--- src/rtl/display_pkg.sv ---
// Shared types and segment encoding for the front-panel display output stage.
//   disp_mode_t : display mode FSM encoding (LIVE / PEEK / RESULT)
//   SEG_BLANK   : all segments off (active-low)
//   hex_to_seg  : 4-bit nibble -> active-low 7-seg pattern, segment a..g = bit0..bit6
package display_pkg;

    typedef enum logic [1:0] {
        DISP_LIVE   = 2'd0,
        DISP_PEEK   = 2'd1,
        DISP_RESULT = 2'd2
    } disp_mode_t;

    localparam logic [6:0] SEG_BLANK = 7'h7F;

    // Active-low hex glyphs; bit0 = segment a ... bit6 = segment g
    function automatic logic [6:0] hex_to_seg(input logic [3:0] nibble);
        logic [6:0] seg;
        unique case (nibble)
            4'h0:    seg = 7'h40;
            4'h1:    seg = 7'h79;
            4'h2:    seg = 7'h24;
            4'h3:    seg = 7'h30;
            4'h4:    seg = 7'h19;
            4'h5:    seg = 7'h12;
            4'h6:    seg = 7'h02;
            4'h7:    seg = 7'h78;
            4'h8:    seg = 7'h00;
            4'h9:    seg = 7'h10;
            4'hA:    seg = 7'h08;
            4'hB:    seg = 7'h03;
            4'hC:    seg = 7'h46;
            4'hD:    seg = 7'h21;
            4'hE:    seg = 7'h06;
            default: seg = 7'h0E;
        endcase
        return seg;
    endfunction

endpackage

--- src/rtl/hex7_seg_decoder.sv ---
// Combinational hex digit decoder.
//   nibble : 4-bit value to show
//   seg_c  : active-low segments, a..g = bit0..bit6
module hex7_seg_decoder
    import display_pkg::*;
(
    input  logic [3:0] nibble,
    output logic [6:0] seg_c
);

    assign seg_c = hex_to_seg(nibble);

endmodule

--- src/rtl/display_output_ctrl.sv ---
// Front-panel output stage: bus LEDs, hex digits of the datapath value, a
// timestep digit and a done LED, all registered. A mode FSM (LIVE/PEEK/RESULT)
// snapshots reg_val when done rises and holds it on the digits.
// Optional feature macro: DONE_BLINK_EN (done LED blinks every BLINK_HALF cycles).
// Ports:
//   clk, resetn  : clock, synchronous active-low reset
//   bus          : processor bus value (DATA_W)
//   reg_val      : selected register value (DATA_W)
//   time_step    : controller timestep (TIME_W)
//   peek_n       : active-low request to show bus instead of register
//   done         : instruction-complete flag
//   led_bus      : registered copy of bus
//   hex_data     : NUM_DIGITS active-low digits, digit 0 = LS nibble at [6:0]
//   hex_time     : active-low timestep digit
//   led_done_n   : active-low done LED
//   mode         : current FSM state
module display_output_ctrl
    import display_pkg::*;
#(
    parameter int unsigned DATA_W     = 10,
    parameter int unsigned TIME_W     = 2,
    parameter int unsigned BLINK_HALF = 25_000_000
) (
    input  logic                            clk,
    input  logic                            resetn,
    input  logic [DATA_W-1:0]               bus,
    input  logic [DATA_W-1:0]               reg_val,
    input  logic [TIME_W-1:0]               time_step,
    input  logic                            peek_n,
    input  logic                            done,
    output logic [DATA_W-1:0]               led_bus,
    output logic [((DATA_W+3)/4)*7-1:0]     hex_data,
    output logic [6:0]                      hex_time,
    output logic                            led_done_n,
    output logic [1:0]                      mode
);

    localparam int unsigned NUM_DIGITS = (DATA_W + 3) / 4;
    localparam int unsigned PAD_W      = NUM_DIGITS * 4;

    // Elaboration-time parameter sanity checks
    if (TIME_W == 0 || TIME_W > 4) begin : g_bad_time_w
        $error("display_output_ctrl: TIME_W must be 1..4");
    end
    if (BLINK_HALF == 0) begin : g_bad_blink_half
        $error("display_output_ctrl: BLINK_HALF must be nonzero");
    end

    disp_mode_t              state_q;
    disp_mode_t              state_next;
    logic                    done_q;
    logic                    done_rise_c;
    logic [DATA_W-1:0]       snapshot_q;
    logic [DATA_W-1:0]       disp_val_c;
    logic [PAD_W-1:0]        disp_pad_c;
    logic [3:0]              time_pad_c;
    logic [NUM_DIGITS*7-1:0] seg_data_c;
    logic [6:0]              seg_time_c;

    assign done_rise_c = done & ~done_q;
    assign mode        = state_q;

    // State register
    always_ff @(posedge clk) begin
        if (!resetn) begin
            state_q <= DISP_LIVE;
        end else begin
            state_q <= state_next;
        end
    end

    // Next-state: peek request always wins
    always_comb begin
        state_next = state_q;
        unique case (state_q)
            DISP_LIVE: begin
                if (!peek_n)          state_next = DISP_PEEK;
                else if (done_rise_c) state_next = DISP_RESULT;
            end
            DISP_PEEK: begin
                if (peek_n)           state_next = done ? DISP_RESULT : DISP_LIVE;
            end
            DISP_RESULT: begin
                if (!peek_n)          state_next = DISP_PEEK;
                else if (!done)       state_next = DISP_LIVE;
            end
            default:                  state_next = DISP_LIVE;
        endcase
    end

    // Display value chosen by the state being entered; on a done rise the
    // snapshot is loading this edge, so show reg_val directly.
    always_comb begin
        disp_val_c = '0;
        unique case (state_next)
            DISP_LIVE:   disp_val_c = reg_val;
            DISP_PEEK:   disp_val_c = (time_step == '0) ? '0 : bus;
            DISP_RESULT: disp_val_c = done_rise_c ? reg_val : snapshot_q;
            default:     disp_val_c = reg_val;
        endcase
    end

    assign disp_pad_c = PAD_W'(disp_val_c);
    assign time_pad_c = 4'(time_step);

    for (genvar k = 0; k < NUM_DIGITS; k++) begin : g_digit
        hex7_seg_decoder u_dec (
            .nibble (disp_pad_c[4*k +: 4]),
            .seg_c  (seg_data_c[7*k +: 7])
        );
    end

    hex7_seg_decoder u_time_dec (
        .nibble (time_pad_c),
        .seg_c  (seg_time_c)
    );

    // Output and datapath registers
    always_ff @(posedge clk) begin
        if (!resetn) begin
            done_q     <= 1'b0;
            snapshot_q <= '0;
            led_bus    <= '0;
            hex_data   <= {NUM_DIGITS{SEG_BLANK}};
            hex_time   <= SEG_BLANK;
        end else begin
            done_q   <= done;
            led_bus  <= bus;
            hex_data <= seg_data_c;
            hex_time <= seg_time_c;
            if (done_rise_c) begin
                snapshot_q <= reg_val;
            end
        end
    end

`ifdef DONE_BLINK_EN
    localparam int unsigned BLINK_CNT_W = (BLINK_HALF > 1) ? $clog2(BLINK_HALF) : 1;

    logic [BLINK_CNT_W-1:0] blink_cnt_q;

    // Blink: lit on the cycle after done rises, toggle every BLINK_HALF cycles
    always_ff @(posedge clk) begin
        if (!resetn) begin
            blink_cnt_q <= '0;
            led_done_n  <= 1'b1;
        end else if (!done) begin
            blink_cnt_q <= '0;
            led_done_n  <= 1'b1;
        end else if (done_rise_c) begin
            blink_cnt_q <= '0;
            led_done_n  <= 1'b0;
        end else if (blink_cnt_q == BLINK_CNT_W'(BLINK_HALF - 1)) begin
            blink_cnt_q <= '0;
            led_done_n  <= ~led_done_n;
        end else begin
            blink_cnt_q <= blink_cnt_q + 1'b1;
        end
    end
`else
    // Steady done LED
    always_ff @(posedge clk) begin
        if (!resetn) begin
            led_done_n <= 1'b1;
        end else begin
            led_done_n <= ~done;
        end
    end
`endif

endmodule

--- config.mk ---
export PLATFORM = sky130hd
export DESIGN_NAME = display_output_ctrl
export DESIGN_NICKNAME = d
export VERILOG_FILES = /design/src/rtl/display_pkg.sv /design/src/rtl/hex7_seg_decoder.sv /design/src/rtl/display_output_ctrl.sv
export SDC_FILE = /design/constraint.sdc
export NUM_CORES = 1
export LEC_CHECK = 0
export ABC_AREA = 0
export ABC_CLOCK_PERIOD_IN_PS = 7200
export CORE_MARGIN = 3
export CORE_UTILIZATION = 40
export CTS_CLUSTER_DIAMETER = 120
export DETAILED_ROUTE_END_ITERATION = 7
export PLACE_DENSITY = 0.67
export SLEW_MARGIN = 25
export SYNTH_ARGS = -nofsm -noshare
export SYNTH_HDL_FRONTEND = slang
export SYNTH_SLANG_ARGS = --single-unit
--- constraint.sdc ---
create_clock -name clk -period 7.2 [get_ports clk]
set_clock_uncertainty 0.15 [all_clocks]
set_input_delay 1.44 -clock clk [delete_from_list [all_inputs] [get_ports clk]]
set_output_delay 1.44 -clock clk [all_outputs]
set_load 0.01 [all_outputs]
==> Word-level counts from Yosys, hierarchy flattened <==
Memory sizes are Yosys's and may differ from the RTL's. A register that Yosys moved wholly into a read port is not among the register bits.
Cells that the tools add are included.
W data, S select, Z words.
{ "word_totals": {"register_bits": 24, "romBits": 448, "memories": 4} }
{ "op_classes": {"n_eq_ne": 4, "muxes": 10, "bitwise": 3, "reduce_logical": 6} }
{ "memory_table": {"columns": ["memory", "words", "word_bits", "rd", "rd_ports_with_merged_regs", "wr", "line_no", "source"], "rows": [
  ["(name not given)", 16, 7, 1, 1, 0, "display_pkg.sv:18", "unique case (nibble)"],
  ["(name not given)", 16, 7, 1, 1, 0, "display_pkg.sv:18", null],
  ["(name not given)", 16, 7, 1, 1, 0, "display_pkg.sv:18", null],
  ["(name not given)", 16, 7, 1, 1, 0, "display_pkg.sv:18", null]
]} }
{ "ops": {"columns": ["cell", "count"], "rows": [
  ["$mux W10", 2],
  ["$pmux W10 S2", 1],
  ["$mux W2", 6],
  ["$pmux W2 S3", 1],
  ["$eq A2 B1 Y1 const B", 2],
  ["$eq A2 B2 Y1 const B", 2],
  ["$logic_not A1 Y1", 4],
  ["$logic_not A2 Y1", 2],
  ["$not A1 Y1", 2],
  ["$and A1 B1 Y1", 1]
]} }

==> Depth between registers and ports, before layout <==
{ "depth": {"word_depth": 7, "mapped_depth": 14, "mapped_depth_nobuf": 13} }

==> By module <==
Synthesis repeated with hierarchy kept, for this count alone.
{ "unflattened": {"cells_unflattened": 285, "hier_area_um2": 2861.5} }
{ "modules_own_cells": {"columns": ["module", "instances", "cells_each", "area_per_inst_um2", "seq_area_each_um2"], "rows": [
  ["display_output_ctrl", 1, 157, 1760.4, 1041.0],
  ["hex7_seg_decoder", 4, 32, 275.3, 0.0]
]} }

==> Worst setup path before layout <==
Ideal clock, no wire load.
{ "synth_path": {"path_kind": "in2reg", "start": "in peek_n", "end": "reg hex_data[10]", "setup_ps": 123, "arrival_time_ps": 3949, "required_ps": 6927, "setup_slack_ps": 2978, "stages": 11, "path_buffers": 2, "cell_sequence": "a21oi_1 inv_1 ha_1 buf_2 clkbuf_1 o21ai_0 a222oi_1 inv_1 ha_1 mux4_2 nand2b_1"} }
{ "synth_via": {"elab_chain_cells": 4} }
{ "synth_rtl": {"columns": ["element", "line_no", "source"], "rows": [
  ["from (decl)", "display_output_ctrl.sv:29", "input logic peek_n,"],
  ["$mux W2 (on tied branches)", "display_output_ctrl.sv:84, display_output_ctrl.sv:77, display_output_ctrl.sv:81", null],
  ["$pmux W2 S3 (*)", "display_output_ctrl.sv:75", "unique case (state_q)"],
  ["$eq A2 B2 Y1 / $eq A2 B1 Y1 (equally long branches)", "display_output_ctrl.sv:95", "unique case (state_next)"],
  ["$pmux W10 S2 (*)", "display_output_ctrl.sv:95", null],
  ["to (decl)", "display_output_ctrl.sv:32", "output logic [((DATA_W+3)/4)*7-1:0] hex_data,"]
]} }
Every way passes the cells marked *; elsewhere a longest branch is shown, timed or not.
A chain may end at the register's enable or synchronous reset.

==> Final worst setup path <==
{ "layout_path": {"start": "in done", "end": "reg hex_data[10]"} }
{ "layout_via": {"elab_chain_cells": 6} }
{ "layout_rtl": {"columns": ["element", "line_no", "source"], "rows": [
  ["from (decl)", "display_output_ctrl.sv:30", "input logic done,"],
  ["$and A1 B1 Y1", "display_output_ctrl.sv:60", "assign done_rise_c = done & ~done_q;"],
  ["$mux W2", "display_output_ctrl.sv:78", "else if (done_rise_c) state_next = DISP_RESULT;"],
  ["$mux W2", "display_output_ctrl.sv:77", "if (!peek_n) state_next = DISP_PEEK;"],
  ["$pmux W2 S3 (*)", "display_output_ctrl.sv:75", null],
  ["net state_next[1]", "display_output_ctrl.sv:50", "disp_mode_t state_next;"],
  ["$eq A2 B2 Y1 / $eq A2 B1 Y1 (equally long branches)", "display_output_ctrl.sv:95", null],
  ["$pmux W10 S2 (*)", "display_output_ctrl.sv:95", null]
]} }
Mark *: on every way through the listed nets, which the timed path passes. The rest lies on a longest branch.

==> results.cfg <==
[route]
dr_wl_met2_um = 2096
dr_total_vias = 1772
postRouteAntennaNets = 0
drt-initial-drc-count = 128
drt-pass1-iter-count = 6
wl_met3_um = 342
viasPerCell = 4.978
top_layer_used = met4
avgRoutedWirePerCell_um = 13.37
routed_wl_um = 4759
drcViolationCount = 0
wl_met1_um = 2262

[synth]
synth.area.top_cells = dfxtp_1, ha_1, nand2_1, and2_1, mux2_2
ys_async_sr_fraction_pct = 0
synth_edf_count = 0
synth_ff_type = dfxtp_1
ys_warn_count = 0
syn_area_um2 = 2162
ys_types = 41
synth_top_cell_by_area = dfxtp_1
syn_nets = 264
synth_top_cell_area_share_pct = 45.37
yosysSeqAreaShare_pct = 45.37
synth.avg_cell_area_um2 = 9.652
yosysMostFrequentCell = dfxtp_1
synthTopCellsByCount = dfxtp_1, nand2_1, inv_1
ys_ff_latch = 49
synthCells = 224

[clock_tree]
cts_root_buf = clkbuf_8
cts_buffers = 5
postCtsSetupRepairBufs = 0
clk_latency_ns = 0.30
htreeDepth = 2
ctsResizeCount = 0
clk_pin_slew_ns = 0.09
cts_tree = built
clockBufferDepth = 2
clkSinkCount = 49
hold_buffers = 0

[critical_path]
r2r_end = hex_data[10]
reg2reg_depth = 10
end_kind = flip-flop
crit_slowest_cell = a222oi_1
ff2ff_setup_slack_ns = 3.52
crit_arrival_ns = 4.97
r2r_start = mode[1]
path_common_cell = ha_1
critPathRequiredTime_ns = 7.24
max_stage_delay_ns = 0.73
critPathKind = primary input to flip-flop
critPathLaunchType = primary input
crit_fanout = 18
crit_chain = clkdlybuf4s50_1, nand3_1, a21oi_1, ha_1, inv_2, o211a_1, a222oi_1, inv_1, ha_1, mux4_2, nand2b_1

[global_routing]
track_usage_pct = 16.14
grt_pass1_vias = 1691
grt_max_degree = 31
antenna_found_initial = 0
grt_pass1_wl_um = 8059
gr-total-overflow = 0

[placed_design]
port_buffers = 66
dpl.hpwl_um = 3435
finalWeightedCongestion = 0.7863

[flow_run]
maxCapViolCount = 0

[sta]
period_share_pct = 68.50
fin_tns_setup_ns = 0
finalHoldViolCount = 0
final.min_clock_period_ns = 4.932
rsz0062_at_grt = no
relSlewSlack_pct = 45.56
final_max_slew_viol_count = 0
hold-worst-slack_ns = 0.3159
max_slew.worst_pin.slew_ns = 0.8167
fmax_mhz = 202.8
setup_viol = 0

[finish]
diodes = 0
synthToLayoutAreaGrowth_pct = 35.36
multi_input_area_um2 = 1023
drive_gt1_share_pct = 8.392
final_nets = 325
register_area_um2 = 980.9
fillers = 489
post-route-util_pct = 56.58

[worst_hold_path]
hold_path.class = flip-flop to flip-flop
whs_path_depth = 2
whs_endpoint = snapshot_q[9]
hp-start = snapshot_q[9]

[power_and_ir_drop]
power.leakage_nw = 1.222
p_clk_share_pct = 25.1
p_int_mw = 0.4506
p_sw_mw = 0.1753
p_seq_share_pct = 48.1
vdd_ir_drop_max_uv = 99.62
powerDensity_nw_per_um2 = 213.9
comb_power_share_pct = 26.8
p_sw_share_pct = 28.01

[floorplanning]
fp-row-count = 26
ios = 67
initial_core_util_pct = 41.80
die_h_um = 79.52
dieArea_um2 = 6323
core-area_um2 = 5172
die_w_um = 79.52

[status]
status = finished, final reports clean
[metrics by stage]
stage                     power, mW  std cells  setup slack, ns  instance area [um^2]
after floorplan              0.4035        224            2.978                  2162
after global placement       0.4731        346            2.021                  2831
after detailed placement     0.4753        348            2.006                  2840
after CTS                    0.6326        356            2.313                  2927
after global routing         0.6660        356            1.976                  2927
final                        0.6259        356            2.268                  2927
[routing by layer]
metal | up-vias | GRT usage [%]
met5 | - | 0
met4 | 0 | 4.639
met3 | 7 | 4.853
met2 | 60 | 25.38
met1 | 815 | 21.29
li1 | 890 | -
[cell type report]
type,instances,share of cell area [%]
flip-flops and latches,49,33.52
repair buffers,70,23.39
inverters,17,2.180
well taps,70,2.993
clock buffers,5,2.351
clock inverters,3,0.5985
multi-input cells,142,34.97
[critical path, delay by kind of cell]
| kind | cells | cell delay [ns] |
|---|---|---|
| compound gates | 3 | 1.16 |
| fa+ha+maj | 2 | 0.80 |
| buf+inv | 3 | 0.89 |
| mux | 1 | 0.44 |
| simple gates | 2 | 0.24 |
[power by group through the flow]
| stage | Combinational (mW) | Sequential (mW) | Clock [mW] |
|---|---|---|---|
| after global routing | 0.185 | 0.304 | 0.177 |
| after floorplan | 0.0854 | 0.318 | 0 |
| final | 0.168 | 0.301 | 0.157 |
| after global placement | 0.166 | 0.307 | 0 |
| after CTS | 0.169 | 0.301 | 0.162 |
| after detailed placement | 0.168 | 0.308 | 0 |
[flip-flops by register name, indices dropped and copies added, names as in the netlist]
register / cells
hex_data: 19
led_bus: 10
snapshot_q: 10
hex_time: 6
mode: 2
done_q: 1
led_done_n: 1
[kinds of logic after synthesis]
family,after synthesis,share of synthesized area [%]
DFF,49,45.37
buffers and inverters,33,7.291
AOI/OAI and AO/OA,52,17.25
muxes,13,6.944
adders and majority gates,14,8.102
and+or+nand+nor,63,15.05
[placed cells by master, fill, tap and decap left out, types with 2 or more instances in the layout]
cell type	n
clkbuf_8	5
and2_1	12
clkdlybuf4s50_1	66
a222oi_1	5
nor3b_1	2
o2bb2ai_1	2
nand2b_1	7
a21oi_2	2
ha_1	14
clkinv_2	2
o221ai_1	2
buf_4	2
nor2_1	5
a31oi_1	2
mux2i_1	6
inv_1	15
mux2_2	6
o21ai_0	13
nand2_1	27
a221o_1	3
nand3b_1	2
o211ai_1	2
o311ai_0	2
nand3_1	4
o21ai_1	2
dfxtp_1	49
a21oi_1	9
a22o_1	2
[worst max-delay path by stage]
stage | startpoint | end | cells after the start
finish | done | hex_data[10] | 11
global route | done | hex_data[10] | 11
CTS | done | hex_data[10] | 11
detailed placement | done | hex_data[10] | 11
global placement | done | hex_data[11] | 9
floorplan | peek_n | hex_data[10] | 11
No activity file was read; power rests on OpenSTA's default activity.
